### config.mk
export PLATFORM = sky130hd
export DESIGN_NAME = fetch_unit
export DESIGN_NICKNAME = d
export VERILOG_FILES = /design/src/rtl/fetch_unit.sv
export SDC_FILE = /design/constraint.sdc
export NUM_CORES = 1
export LEC_CHECK = 0
export ABC_AREA = 1
export CAP_MARGIN = 30
export CELL_PAD_IN_SITES_DETAIL_PLACEMENT = 1
export CELL_PAD_IN_SITES_GLOBAL_PLACEMENT = 2
export CORE_UTILIZATION = 35
export CTS_CLUSTER_SIZE = 40
export DETAILED_ROUTE_END_ITERATION = 7
export PLACE_DENSITY_LB_ADDON = 0.1
export SLEW_MARGIN = 10
export SYNTH_ARGS = -nofsm -noshare
export SYNTH_HDL_FRONTEND = slang
export SYNTH_SLANG_ARGS = --single-unit
### constraint.sdc
create_clock -name clk -period 7.5 [get_ports clk]
set_input_delay 0.75 -clock clk [delete_from_list [all_inputs] [get_ports clk]]
set_output_delay 0.75 -clock clk [all_outputs]
set_load 0.1 [all_outputs]
### src/rtl/fetch_unit.sv
// fetch_unit -- instruction fetch stage feeding the decoder.
//
// Holds the PC, issues in-order word requests to instruction memory, buffers
// returned words in a small FIFO and presents them to the decoder with a
// valid/ready handshake. A redirect squashes every younger fetch: the FIFO is
// flushed and responses still in flight are counted down and dropped (DRAIN).
//
// Ports:
//   clk, rst                         clock (rising edge), async active-high reset
//   imem_req_valid/ready/addr        request channel to instruction memory
//   imem_resp_valid/data             in-order response channel, latency >= 1
//   redirect_valid/pc                branch/jump target, low two bits ignored
//   inst_valid/ready                 handshake to the decoder
//   instruction, inst_pc             FIFO head word and its PC (0 when empty)
//   perf_fetched                     decoder handshake count (FETCH_PERF_EN only)
//
// Optional feature: define FETCH_PERF_EN to add the perf_fetched counter port.
module fetch_unit #(
  parameter int                    DATA_WIDTH = 32,
  parameter logic [DATA_WIDTH-1:0] RESET_PC   = 32'h0000_0000,
  parameter int                    FIFO_DEPTH = 2
) (
  input  logic                  clk,
  input  logic                  rst,
  output logic                  imem_req_valid,
  input  logic                  imem_req_ready,
  output logic [DATA_WIDTH-1:0] imem_req_addr,
  input  logic                  imem_resp_valid,
  input  logic [DATA_WIDTH-1:0] imem_resp_data,
  input  logic                  redirect_valid,
  input  logic [DATA_WIDTH-1:0] redirect_pc,
  output logic                  inst_valid,
  input  logic                  inst_ready,
  output logic [DATA_WIDTH-1:0] instruction,
  output logic [DATA_WIDTH-1:0] inst_pc
`ifdef FETCH_PERF_EN
  ,
  output logic [31:0]           perf_fetched
`endif
);

  localparam int PTR_W = $clog2(FIFO_DEPTH);
  localparam int CNT_W = PTR_W + 1;
  localparam logic [CNT_W-1:0]      CNT_ONE = CNT_W'(1);
  localparam logic [CNT_W:0]        CAP     = (CNT_W+1)'(FIFO_DEPTH);
  localparam logic [DATA_WIDTH-1:0] PC_STEP = DATA_WIDTH'(4);

  typedef enum logic {
    FETCH = 1'b0,
    DRAIN = 1'b1
  } state_t;

  state_t                state, state_nxt;
  logic [DATA_WIDTH-1:0] pc, resp_pc;
  logic [CNT_W-1:0]      outstanding, outstanding_nxt;
  logic [CNT_W-1:0]      discard, discard_nxt;
  logic [CNT_W-1:0]      in_flight, squash_n;
  logic [CNT_W-1:0]      fifo_count;
  logic [PTR_W-1:0]      wr_ptr, rd_ptr;
  logic [DATA_WIDTH-1:0] fifo_inst [FIFO_DEPTH];
  logic [DATA_WIDTH-1:0] fifo_pc   [FIFO_DEPTH];

  logic                  fifo_empty;
  logic                  pop, push, req_fire, orphan;
  logic [CNT_W:0]        occupancy;
  logic [DATA_WIDTH-1:0] redirect_tgt;

  // Masking keeps every redirect_pc bit in use while forcing word alignment.
  assign redirect_tgt = redirect_pc & ~DATA_WIDTH'(3);

  // Decoder side: FIFO head is the output, no register in between.
  assign fifo_empty  = (fifo_count == '0);
  assign inst_valid  = !fifo_empty && !redirect_valid;
  assign pop         = inst_valid && inst_ready;
  assign instruction = fifo_empty ? '0 : fifo_inst[rd_ptr];
  assign inst_pc     = fifo_empty ? '0 : fifo_pc[rd_ptr];

  // Slot accounting: outstanding requests plus buffered words never exceed
  // FIFO_DEPTH. A pop this cycle frees its slot in time for the new request,
  // which is what sustains one fetch per cycle with a depth of two.
  assign occupancy = {1'b0, outstanding} + {1'b0, fifo_count}
                   - {{CNT_W{1'b0}}, pop};

  assign imem_req_valid = !rst && (state == FETCH) && !redirect_valid
                          && (occupancy < CAP);
  assign imem_req_addr  = rst ? '0 : pc;
  assign req_fire       = imem_req_valid && imem_req_ready;

  // Only live (non-squashed) responses enter the FIFO.
  assign push   = imem_resp_valid && (state == FETCH) && !redirect_valid
                  && (outstanding != '0);
  assign orphan = imem_resp_valid
                  && (((state == FETCH) && (outstanding == '0))
                   || ((state == DRAIN) && (discard == '0)));

  always_comb begin
    state_nxt       = state;
    outstanding_nxt = outstanding;
    discard_nxt     = discard;
    in_flight       = (state == FETCH) ? outstanding : discard;
    // A response landing in the redirect cycle retires one in-flight request.
    squash_n        = in_flight
                    - ((imem_resp_valid && (in_flight != '0)) ? CNT_ONE : '0);
    if (redirect_valid) begin
      outstanding_nxt = '0;
      discard_nxt     = squash_n;
      state_nxt       = (squash_n != '0) ? DRAIN : FETCH;
    end else if (state == FETCH) begin
      outstanding_nxt = outstanding + (req_fire ? CNT_ONE : '0)
                                    - (push     ? CNT_ONE : '0);
    end else begin
      if (imem_resp_valid && (discard != '0)) begin
        discard_nxt = discard - CNT_ONE;
      end
      if (discard_nxt == '0) begin
        state_nxt = FETCH;
      end
    end
  end

  always_ff @(posedge clk or posedge rst) begin
    if (rst) begin
      state       <= FETCH;
      outstanding <= '0;
      discard     <= '0;
    end else begin
      state       <= state_nxt;
      outstanding <= outstanding_nxt;
      discard     <= discard_nxt;
    end
  end

  always_ff @(posedge clk or posedge rst) begin
    if (rst) begin
      pc      <= RESET_PC;
      resp_pc <= RESET_PC;
    end else if (redirect_valid) begin
      pc      <= redirect_tgt;
      resp_pc <= redirect_tgt;
    end else begin
      if (req_fire) pc      <= pc + PC_STEP;
      if (push)     resp_pc <= resp_pc + PC_STEP;
    end
  end

  always_ff @(posedge clk or posedge rst) begin
    if (rst) begin
      fifo_count <= '0;
      wr_ptr     <= '0;
      rd_ptr     <= '0;
    end else if (redirect_valid) begin
      fifo_count <= '0;
      wr_ptr     <= '0;
      rd_ptr     <= '0;
    end else begin
      fifo_count <= fifo_count + (push ? CNT_ONE : '0) - (pop ? CNT_ONE : '0);
      if (push) wr_ptr <= wr_ptr + PTR_W'(1);
      if (pop)  rd_ptr <= rd_ptr + PTR_W'(1);
    end
  end

  // Storage carries no reset; fifo_count alone defines which entries are live.
  always_ff @(posedge clk) begin
    if (push) begin
      fifo_inst[wr_ptr] <= imem_resp_data;
      fifo_pc[wr_ptr]   <= resp_pc;
    end
  end

`ifdef FETCH_PERF_EN
  always_ff @(posedge clk or posedge rst) begin
    if (rst) begin
      perf_fetched <= '0;
    end else if (pop) begin
      perf_fetched <= perf_fetched + 32'd1;
    end
  end
`endif

  // A response with nothing outstanding and nothing to discard is dropped in
  // hardware; in simulation it stops the run because the memory misbehaved.
  always @(posedge clk) begin
    if (!rst) begin
      assert (!orphan)
        else $fatal(1, "fetch_unit: response with no outstanding request");
    end
  end

endmodule
Word level (Yosys, flattened, before mapping):

Memory sizes are Yosys's and may differ from the RTL's.
Index checks and enable logic that the tools add are counted.

* bits in writable memories: 128
* memories kept: 2
* logic and storage cells: 79
* flip-flop bits (word level): 73
* output and inout port bits: 98
* bits of input ports: 70

Memories
* fifo_inst: depth 2, width 32, read ports 1, clocked after Yosys merged registers in 0, write ports 1, RTL line 60 `logic [DATA_WIDTH-1:0] fifo_inst [FIFO_DEPTH];`
* fifo_pc: depth 2, width 32, read ports 1, clocked after Yosys merged registers in 0, write ports 1, RTL line 61 `logic [DATA_WIDTH-1:0] fifo_pc [FIFO_DEPTH];`

* bitwise gates (word level): 1
* reduce and logical (&&, ||, !) cells: 24
* add/subtract/negate cells: 12
* $lt $le $gt $ge: 1
* eq/ne operators: 1
* mux-type cells: 30

Operators with widths (count)
* 32-bit 2-to-1 mux: 7
* 32-bit by 3-bit adder with 32-bit output (second input constant): 2
* 2-bit 2-to-1 mux: 9
* 2-bit nonzero test: 8
* 1-bit 2-to-1 mux: 14
* 1-bit logical AND: 11
* 2-bit by 1-bit adder with 2-bit output: 2
* 2-bit logical NOT: 2
* 2-bit by 1-bit subtractor with 2-bit output: 2
* 2-bit by 2-bit adder with 3-bit output: 1
* 1-bit logical NOT: 3
* 3-bit by 2-bit < comparator with 1-bit output (second input constant): 1
* 3-bit by 1-bit subtractor with 3-bit output: 1
* 1-bit adder (second input constant): 2
* 2-bit != test (second input constant): 1
* 2-bit by 1-bit subtractor with 2-bit output (second input constant): 1
* 2-bit subtractor: 1
* 1-bit NOT: 1

Depth between registers and ports, before layout:

Gate-level depths: netlist (run 1).

* depth after elaboration: 13
* gate-level depth with buffers: 19
* gate-level depth less buffers: 18

Worst setup path before layout (run 1):

No wires, ideal clock.

* path type: input-to-output
* from: input redirect_valid
* to: output imem_req_valid
* arrival time: 4.154 ns
* slack: 2.596 ns
* data required time: 6.750 ns
* stages on the path: 12
* buffers on the path: 1
* cells stage by stage: buf_2 nor2_1 nand2_1 inv_1 nand2_1 nand2_1 nand2_1 fa_1 nand2_1 nor2_4 nand2_1 inv_1

* word-level cells in the longest chain between the ends: 6
* elaborated cells on any way between the ends: 7
* classes of those cells: 1 x add/sub; 1 x order compare; 5 x reduce/logical

Ends and longest elaborated chain
* from (decl): RTL line 30 `input logic redirect_valid,`
* 1-bit logical NOT: RTL line 73 `assign inst_valid = !fifo_empty && !redirect_valid;`
* 1-bit logical AND: RTL line 73
* via inst_valid: RTL line 32 `output logic inst_valid,`
* 1-bit logical AND: RTL line 74 `assign pop = inst_valid && inst_ready;`
* 3-bit by 1-bit subtractor with 3-bit output: RTL line 82 `- {{CNT_W{1'b0}}, pop};`
* 3-bit by 2-bit < comparator with 1-bit output: RTL line 85 `&& (occupancy < CAP);`
* 1-bit logical AND: RTL line 85
* to (decl): RTL line 25 `output logic imem_req_valid,`

The timed path passes the listed nets, and every way through them passes these cells.

Worst setup path in the final report (run 1):

* from: input redirect_valid
* to: output imem_req_valid

* word-level cells in the longest chain between the ends: 6
* elaborated cells on any way between the ends: 7
* classes of those cells: 1 x add/sub; 1 x order compare; 5 x reduce/logical

Ends and longest elaborated chain (RTL line)
* 1-bit logical NOT *: 73, 84
* 1-bit logical AND: 73
* 1-bit logical AND: 74
* 3-bit by 1-bit subtractor with 3-bit output: 82
* 3-bit by 2-bit < comparator with 1-bit output: 85
* 1-bit logical AND *: 85

Mark *: on every way between the ends. The rest lies on a longest branch, timed or not.

==> results of run 1 <==
-- worst register-to-register path, cell delays in order, from the launching register on --
cell     delay [ps]
dfrtp_1         450
nor2_4           60
nor2_1          120
nand2_1         130
inv_1           100
nand2_1          70
nand2_1          60
nand2_1          60
fa_1            500
nand2_1          90
nor2_4          120
nand3_2         330
inv_1           780
nand2_1         170
nand2_1          90
nand2_1          50
o21ai_1         150
-- logic make-up after synthesis --
logic type	share of synthesized area
other	0.000380
xor gates and xnor gates	0.00887
AOI/OAI and AO/OA	0.0995
and+or+nand+nor	0.258
adders and majority gates	0.0134
buffers and inverters	0.0676
DFF	0.552
-- registers in the layout, summed over array words and instances, names as in the netlist, 2 cells and up --
register and flops:
fifo_inst 64, fifo_pc 60, pc 30, resp_pc 30
discard 2, fifo_count 2, outstanding 2
-- cell usage after synthesis, drive strengths merged, types with 2 or more instances --
master | instances | area [sq um]
nand2 | 353 | 1420
nor2 | 130 | 582
edfxtp | 124 | 3720
inv | 109 | 417
a21oi | 107 | 581
nand3 | 74 | 415
dfrtp | 69 | 1730
o21ai | 31 | 159
clkbuf | 25 | 93.8
buf | 20 | 156
nand4 | 12 | 75.1
o211ai | 10 | 75.1
ha | 9 | 113
xor2 | 9 | 78.8
a31oi | 6 | 43.8
nor3 | 4 | 31.3
o21bai | 4 | 41.3
o221ai | 4 | 35.0
a22oi | 3 | 22.5
or2 | 2 | 12.5
-- through the flow --
step / instances / power (W) / hold slack, ps
final: 1653 / 0.00280 / 503
after global routing: 1653 / 0.00294 / 537
after CTS: 1653 / 0.00283 / 511
after detailed placement: 1621 / 0.00190 / 493
after global placement: 1619 / 0.00189 / 491
after floorplan: 1116 / 0.00172 / 464
-- worst paths after layout --
| path | from | endpoint | depth (start not counted) |
|---|---|---|---|
| worst min-delay path | resp_pc[5] | fifo_pc[1][5] | 0 |
| worst max-delay path | redirect_valid | imem_req_valid | 13 |
| worst min register to register | resp_pc[5] | fifo_pc[1][5] | 0 |
| min in group asynchronous | rst | discard[0] | 3 |
| max in group asynchronous | rst | resp_pc[25] | 5 |
| worst max register to register | fifo_count[1] | pc[16] | 16 |
-- final cells by class --
type | count | area share
clock inverters | 15 | 0.0150
well taps | 378 | 0.0379
repair buffers | 172 | 0.139
clock buffers | 17 | 0.0341
multi-input cells | 769 | 0.304
flip-flops and latches | 193 | 0.437
inverters | 109 | 0.0334
-- power groups by stage --
stage / clock (W) / combinational, W / sequential (W)
global placement: 0 / 0.000585 / 0.00130
detailed placement: 0 / 0.000597 / 0.00130
floorplan: 0 / 0.000447 / 0.00127
finish: 0.000932 / 0.000592 / 0.00128
global route: 0.000996 / 0.000651 / 0.00129
CTS: 0.000954 / 0.000599 / 0.00128
-- routing by layer --
metal | part of all wire | wire, um
met5 | 0 | 0
met4 | 0.0055 | 153
met1 | 0.49 | 13600
met2 | 0.47 | 12900
met3 | 0.033 | 921
==> results.ini, run 1 <==
[clocking]
cts_resized=0
clock_latency_ps=440
clock-sinks=193
htreeDepth=4
cts_setup_buffers=0
ctsHoldBuffers=0
clockBufferDepth=2
cts_made_buffers=17
path_clk_slew_ps=80
cts_tree=done
root_buffer=clkbuf_16

[setup_path]
end_kind=primary output
path_buf_inv=6
cpMaxStageDelayCell=clkdlybuf4s50_1
crit_arrival_ps=3800
worstPathCellList=buf_2 > buf_4 > nor2_1 > nand2_1 > inv_1 > nand2_1 > inv_1 > fa_1 > nand2_1 > nor2_4 > nand2_1 > inv_1 > clkdlybuf4s50_1
r2r_slack_ps=4110
required_ps=6750
timing.critical_path.mode_cell=nand2_1
cp_top_family=buffers and inverters
cp-start-kind=input port
worst-path-max-fanout=56
setup.worst_path.class=in2out
max_stage_delay_ps=1120

[pwr]
seqPwrFrac=0.457
power_leakage_nw=5.01
switching_power_w=0.000974
p_per_area_nw_per_um2=225
ir_drop_mv=0.140
internal_power_w=0.00183
power_frac_comb=0.211
sw_frac_of_total=0.347
clkPwrFrac=0.332

[detailed_routing]
wirelength_um=27600
ant_nets=0
drt-initial-drc-count=331
first_pass_iters=5
vias_per_cell=4.76
post-route-drc-count=0
dr_total_vias=7874
routedWlPerCell_um=16.7

[yosys]
synth_ff_type=edfxtp_1
syn_avg_cell_area_sq_um=8.87
syn_inst=1113
ys_types=48
syn_area_sq_um=9870
synth_seq_cells=193
synth_enable_flop_cells=124
ys_seq_area_frac=0.552
yosys_warnings=0
async_flop_share=0.358

[floorplan]
ios=168
fp.dieH_um=170
rows=61
design.die.area_sq_um=28900
start_util=0.355
die_width_um=170
core-area_sq_um=27800

[flow_run]
drv_cap=0

[sta]
fmax_mhz=220
worstMarginPinSlew_ps=1040
slew_viol_final=0
hold_violations=0
slew_headroom=0.303
fin_crit_sh=0.606
fin_setup_tns_ps=0
fin_crit_ps=4550
setup_ws_ps=2950
setup_viol=0
skew_ps=13.5
rsz0062_at_grt=false

[final_layout]
drive_gt1_frac=0.0910
fillers=3247
final_nets=1342
seq_area_sq_um=5450
multiInputGateArea_sq_um=3790
antennaDiodeCount=0
postLayoutCellArea_sq_um=12500
final_util=0.449
final_common_cell=nand2_1
final_cell_mix=nand2_1 (332), clkdlybuf4s50_1 (160), edfxtp_1 (124)
area_growth_pct=26.3

[global_route]
use_met2=0.326
grt_util_met1=0.278
grt_use_total=0.199
grt_overflow=0
grt_busiest_layer=met2
grt_antenna_before_repair=0
grt_pass1_vias=8062
grt_max_degree=65
met3_usage=0.0277
grt_first_pass_wirelength_um=44300

[placement]
place_congestion=0.765
dp_hpwl_um=18700
placed_area_sq_um=11900
portBuffers=161
pre_cts_ws_ps=2920

[run_status]
outcome=completed

[worst_hold_path]
hold_class=reg2reg

No activity file was read; power rests on OpenSTA's default activity.
==> inputs of run 2 (changes only) <==
--- a/config.mk
+++ b/config.mk
@@ -9,7 +9,7 @@
 export CAP_MARGIN = 30
 export CELL_PAD_IN_SITES_DETAIL_PLACEMENT = 1
 export CELL_PAD_IN_SITES_GLOBAL_PLACEMENT = 2
-export CORE_UTILIZATION = 35
+export CORE_UTILIZATION = 29
 export CTS_CLUSTER_SIZE = 40
 export DETAILED_ROUTE_END_ITERATION = 7
 export PLACE_DENSITY_LB_ADDON = 0.1
==> constraint.sdc (replaced) <==
create_clock -name clk -period 3.7 [get_ports clk]
set_input_delay 0.37 -clock clk [delete_from_list [all_inputs] [get_ports clk]]
set_output_delay 0.37 -clock clk [all_outputs]
set_load 0.1 [all_outputs]
==> run 2 against run 1 <==
  * Die area is 20% higher
  * Critical path type is now reg2reg
  * Clock-buffer cell count stayed put
  * Combinational power is 100% higher
  * Clock power is 100% higher
  * Critical endpoint is now pc[15]
==> results.ini, run 2 (synthesis results as in run 1) <==
[run_status]
outcome=completed

[sta]
setup_viol=0
fin_crit_ps=2950
skew_ps=17.0
rsz0062_at_grt=false
worstMarginPinSlew_ps=959
hold_violations=0
setup_ws_ps=750
fin_crit_sh=0.797
slew_viol_final=0
hold_ws_ps=193
fmax_mhz=339
slew_headroom=0.358

[pwr]
p_per_area_nw_per_um2=462
power_frac_comb=0.210
switching_power_w=0.00191
power_leakage_nw=5.19
ir_drop_mv=0.315
seqPwrFrac=0.455
internal_power_w=0.00379
sw_frac_of_total=0.335
clkPwrFrac=0.334

[floorplan]
design.die.area_sq_um=34800
start_util=0.294
die_width_um=186
core-area_sq_um=33500
fp.dieH_um=186
rows=67
ios=168

[placement]
pre_cts_ws_ps=481
dp_hpwl_um=20300
place_congestion=0.795
placed_area_sq_um=11700
portBuffers=161

[flow_run]
drv_cap=0

[global_route]
grt_overflow=0
grt_use_total=0.173
grt_pass1_vias=8100
grt_max_degree=65
grt_antenna_before_repair=0
grt_first_pass_wirelength_um=46900

[clocking]
clock_latency_ps=440
cts_tree=done
clockBufferDepth=2
cts_made_buffers=17
cts_resized=0
htreeDepth=4
cts_setup_buffers=0
ctsHoldBuffers=0
root_buffer=clkbuf_16
clock-sinks=193
path_clk_slew_ps=80

[final_layout]
reg_top3=fifo_inst: 64 flops, fifo_pc: 60 flops
final_cell_mix=nand2_1 (332), edfxtp_1 (124), nor2_1 (112)
final_common_cell=nand2_1
largest_reg_flops=64
final_nets=1343
postLayoutCellArea_sq_um=12300
regMostFlops=fifo_inst
drive_gt1_frac=0.165
area_growth_pct=25.1
antennaDiodeCount=0

[setup_path]
crit_arrival_ps=3300
required_ps=4050
worst-path-max-fanout=13
cp-start-kind=flip-flop
end_kind=flip-flop
setup.worst_path.class=reg2reg

[detailed_routing]
first_pass_iters=4
routedWlPerCell_um=17.0
vias_per_cell=4.60
ant_nets=0
post-route-drc-count=0
drt-initial-drc-count=329
dr_total_vias=7927
wirelength_um=29200

[worst_hold_path]
hold_class=in2async

run 2: worst paths after layout:
check / from / to / slack (ps) / depth (start not counted)
max: fifo_count[1] / pc[15] / 750 / 16
max in group asynchronous: rst / resp_pc[26] / 2640 / 4
min reg2reg: resp_pc[5] / fifo_pc[0][5] / 510 / 0
min in group clk: redirect_valid / rd_ptr / 340 / 4
min: rst / discard[0] / 190 / 2
max reg2reg: fifo_count[1] / pc[15] / 750 / 16
run 2: worst max-delay path: stages, from the launching register on:
cell	delay [ps]
dfrtp_1	440
nor2_4	60
nor2_2	90
nand2_1	110
inv_1	100
nand2_1	70
nand2_1	70
nand2_1	70
fa_1	480
nand2_1	80
nor2_4	140
nand3_2	100
buf_4	210
inv_1	420
buf_12	190
nand2_1	50
o211ai_1	160
run 2: layout make-up:
cell class | instances | area (sq um)
Timing Repair Buffer | 173 | 1530
Fill cell | 3934 | 21200
Multi-Input combinational cell | 769 | 3790
Clock inverter | 15 | 171
Tap cell | 448 | 561
Inverter | 109 | 417
Sequential cell | 193 | 5450
Clock buffer | 17 | 425
run 2: per-layer routing:
metal	GRT usage	vias up	share of wire
met5	0	-	0
met4	0.0340	0	0.0070
met3	0.0258	15	0.034
met2	0.270	162	0.45
met1	0.254	3783	0.51
li1	-	3967	-
run 2: power groups by stage:
| stage | logic (W) | registers, W | clock network [W] |
|---|---|---|---|
| final | 0.00120 | 0.00260 | 0.00191 |
| after global routing | 0.00132 | 0.00263 | 0.00204 |
| after CTS | 0.00122 | 0.00260 | 0.00197 |
| after detailed placement | 0.00121 | 0.00265 | 0 |
| after global placement | 0.00120 | 0.00264 | 0 |
| after floorplan | 0.000907 | 0.00258 | 0 |
run 2: per-stage QoR:
stage	total power [W]	cells	util	TNS, ps
floorplan	0.00349	1116	-	-123
global placement	0.00384	1691	0.350	0
detailed placement	0.00386	1691	0.350	0
CTS	0.00579	1723	0.367	0
global route	0.00599	1724	0.368	0
finish	0.00571	1724	0.368	0
==> inputs of run 3 (changes only) <==
--- a/config.mk
+++ b/config.mk
@@ -9,7 +9,7 @@
 export CAP_MARGIN = 30
 export CELL_PAD_IN_SITES_DETAIL_PLACEMENT = 1
 export CELL_PAD_IN_SITES_GLOBAL_PLACEMENT = 2
-export CORE_UTILIZATION = 29
+export CORE_UTILIZATION = 32
 export CTS_CLUSTER_SIZE = 40
 export DETAILED_ROUTE_END_ITERATION = 7
 export PLACE_DENSITY_LB_ADDON = 0.1
==> constraint.sdc (replaced) <==
create_clock -name clk -period 2.8 [get_ports clk]
set_input_delay 0.28 -clock clk [delete_from_list [all_inputs] [get_ports clk]]
set_output_delay 0.28 -clock clk [all_outputs]
set_load 0.1 [all_outputs]
==> run 3 against run 2 <==
  * Setup slack got worse by 650 ps
  * Via count increased by 2.6%
  * Clock skew increased by 7.4 ps
  * Sequential share of layout area decreased by 4.4 points
  * Die area decreased by 9.3%
  * Global-route usage increased by 1.9 points
==> results.ini, run 3 (synthesis results as in run 1) <==
[clocking]
clock_latency_ps=430
cts_tree=done
ctsHoldBuffers=0
path_clk_slew_ps=80
clock-sinks=193
root_buffer=clkbuf_16
clockBufferDepth=2
htreeDepth=4
cts_made_buffers=17

[sta]
slew_viol_final=0
fmax_mhz=371
fin_crit_sh=0.964
worstMarginPinSlew_ps=758
rsz0062_at_grt=true
setup_viol=0
skew_ps=24.4
slew_headroom=0.494
hold_violations=0
fin_crit_ps=2700
hold_ws_ps=305
setup_ws_ps=101

[global_route]
grt_use_total=0.192
grt_overflow=0
grt_first_pass_wirelength_um=47000
grt_antenna_before_repair=0
grt_pass1_vias=8426
grt_max_degree=65

[setup_path]
r2r_cells=17
setup.worst_path.class=reg2out
r2r_end=outstanding[1]
end_kind=primary output
worst-path-max-fanout=3
r2r-start=fifo_count[0]
required_ps=2520
crit_arrival_ps=2420
r2r_slack_ps=120
cp-start-kind=flip-flop

[detailed_routing]
drt-initial-drc-count=375
vias_per_cell=4.84
first_pass_iters=4
dr_total_vias=8137
wirelength_um=29100
routedWlPerCell_um=17.3
post-route-drc-count=0
ant_nets=0

[final_layout]
antennaDiodeCount=0
regMostFlops=fifo_inst
area_growth_pct=39.1
final_nets=1358
largest_reg_flops=64
final_cell_mix=nand2_1 (326), edfxtp_1 (124), nor2_1 (112)
layout.cells.non_filler=1681
reg_top3=fifo_inst: 64 flops, fifo_pc: 60 flops
final_common_cell=nand2_1
drive_gt1_frac=0.187
final_util=0.458
postLayoutCellArea_sq_um=13700

[pwr]
p_per_area_nw_per_um2=563
ir_drop_mv=0.360
power_leakage_nw=5.59

[worst_hold_path]
whs_endpoint=rd_ptr
hold_class=in2reg
holdPathStages=5
hold_start=redirect_valid

[placement]
pre_cts_ws_ps=-220
place_congestion=0.815
dp_hpwl_um=20700
portBuffers=161
placed_cells=1644
placed_area_sq_um=13000

[floorplan]
fp.dieH_um=178
design.die.area_sq_um=31500
die_width_um=178
start_util=0.329
rows=63
core-area_sq_um=30000
ios=168

[run_status]
outcome=completed

[flow_run]
drv_cap=0

## run 3: changes by cell type in the layout (fill, tap and decap cells not counted), sizes merged
| cell | previous run | this run |
|---|---|---|
| buf | 106 | 122 |
| bufinv | 2 | 0 |
| clkdlybuf4s50 | 67 | 66 |
| clkinv | 6 | 9 |
| inv | 115 | 114 |
## run 3: cell type report
cell class / count / area, sq um
clock inverters: 15 / 184
well taps: 390 / 488
repair buffers: 188 / 2850
clock buffers: 17 / 425
flip-flops and latches: 193 / 5450
fillers: 3372 / 16200
inverters: 109 / 420
multi-input cells: 769 / 3910
## run 3: how the worst max path moves through the flow
stage / start / end / slack (ps) / cells after the start
final: fifo_count[0] / imem_req_valid / 100 / 13
after global routing: fifo_count[1] / imem_req_valid / -20 / 14
after CTS: fifo_count[1] / outstanding[1] / 2 / 18
after detailed placement: inst_ready / outstanding[1] / -220 / 17
after global placement: inst_ready / outstanding[1] / -90 / 17
after floorplan: fifo_count[1] / outstanding[1] / -540 / 19
## run 3: per-stage QoR
stage | setup TNS (ps) | power [W]
after floorplan | -1230 | 0.00462
after global placement | -87.7 | 0.00527
after detailed placement | -220 | 0.00531
after CTS | 0 | 0.00779
after global routing | -36.3 | 0.00808
final | 0 | 0.00773
## run 3: where the power goes
group / switching, W / leakage (nW) / internal (W) / total (W)
registers: 0.000233 / 1.95 / 0.00321 / 0.00344
logic: 0.00118 / 3.34 / 0.000643 / 0.00182
clock network: 0.00126 / 0.294 / 0.00122 / 0.00247
## run 3: metal layers
layer	vias up	part of all wire	GRT usage	routed length, um
met5	-	0	0	0
met3	6	0.036	0.0272	1040
li1	3997	-	-	-
met1	3989	0.49	0.268	14200
met4	0	0.0040	0.0342	117
met2	145	0.47	0.318	13800
## run 3: repair_timing
action / 4_1_cts / 5_1_grt
endpoints found under the hold margin: 0 / 0
cloned: 0 / 0
pin swaps: 0 / 9
setup endpoints to repair: 1 / 3
buffers inserted: 1 / 4
resized for setup: 3 / 13
## run 3: critical path, cell delays in order (launching register included)
cell        delay (ps)
dfrtp_2            440
nor2_4             140
nor2_4              50
nand2_4             60
nand2_1             60
nand2_2             70
nand2_2             50
fa_1               520
nand2_2             60
nor2_4             120
buf_6              110
nand2_2             60
clkinvlp_4          80
buf_12             160
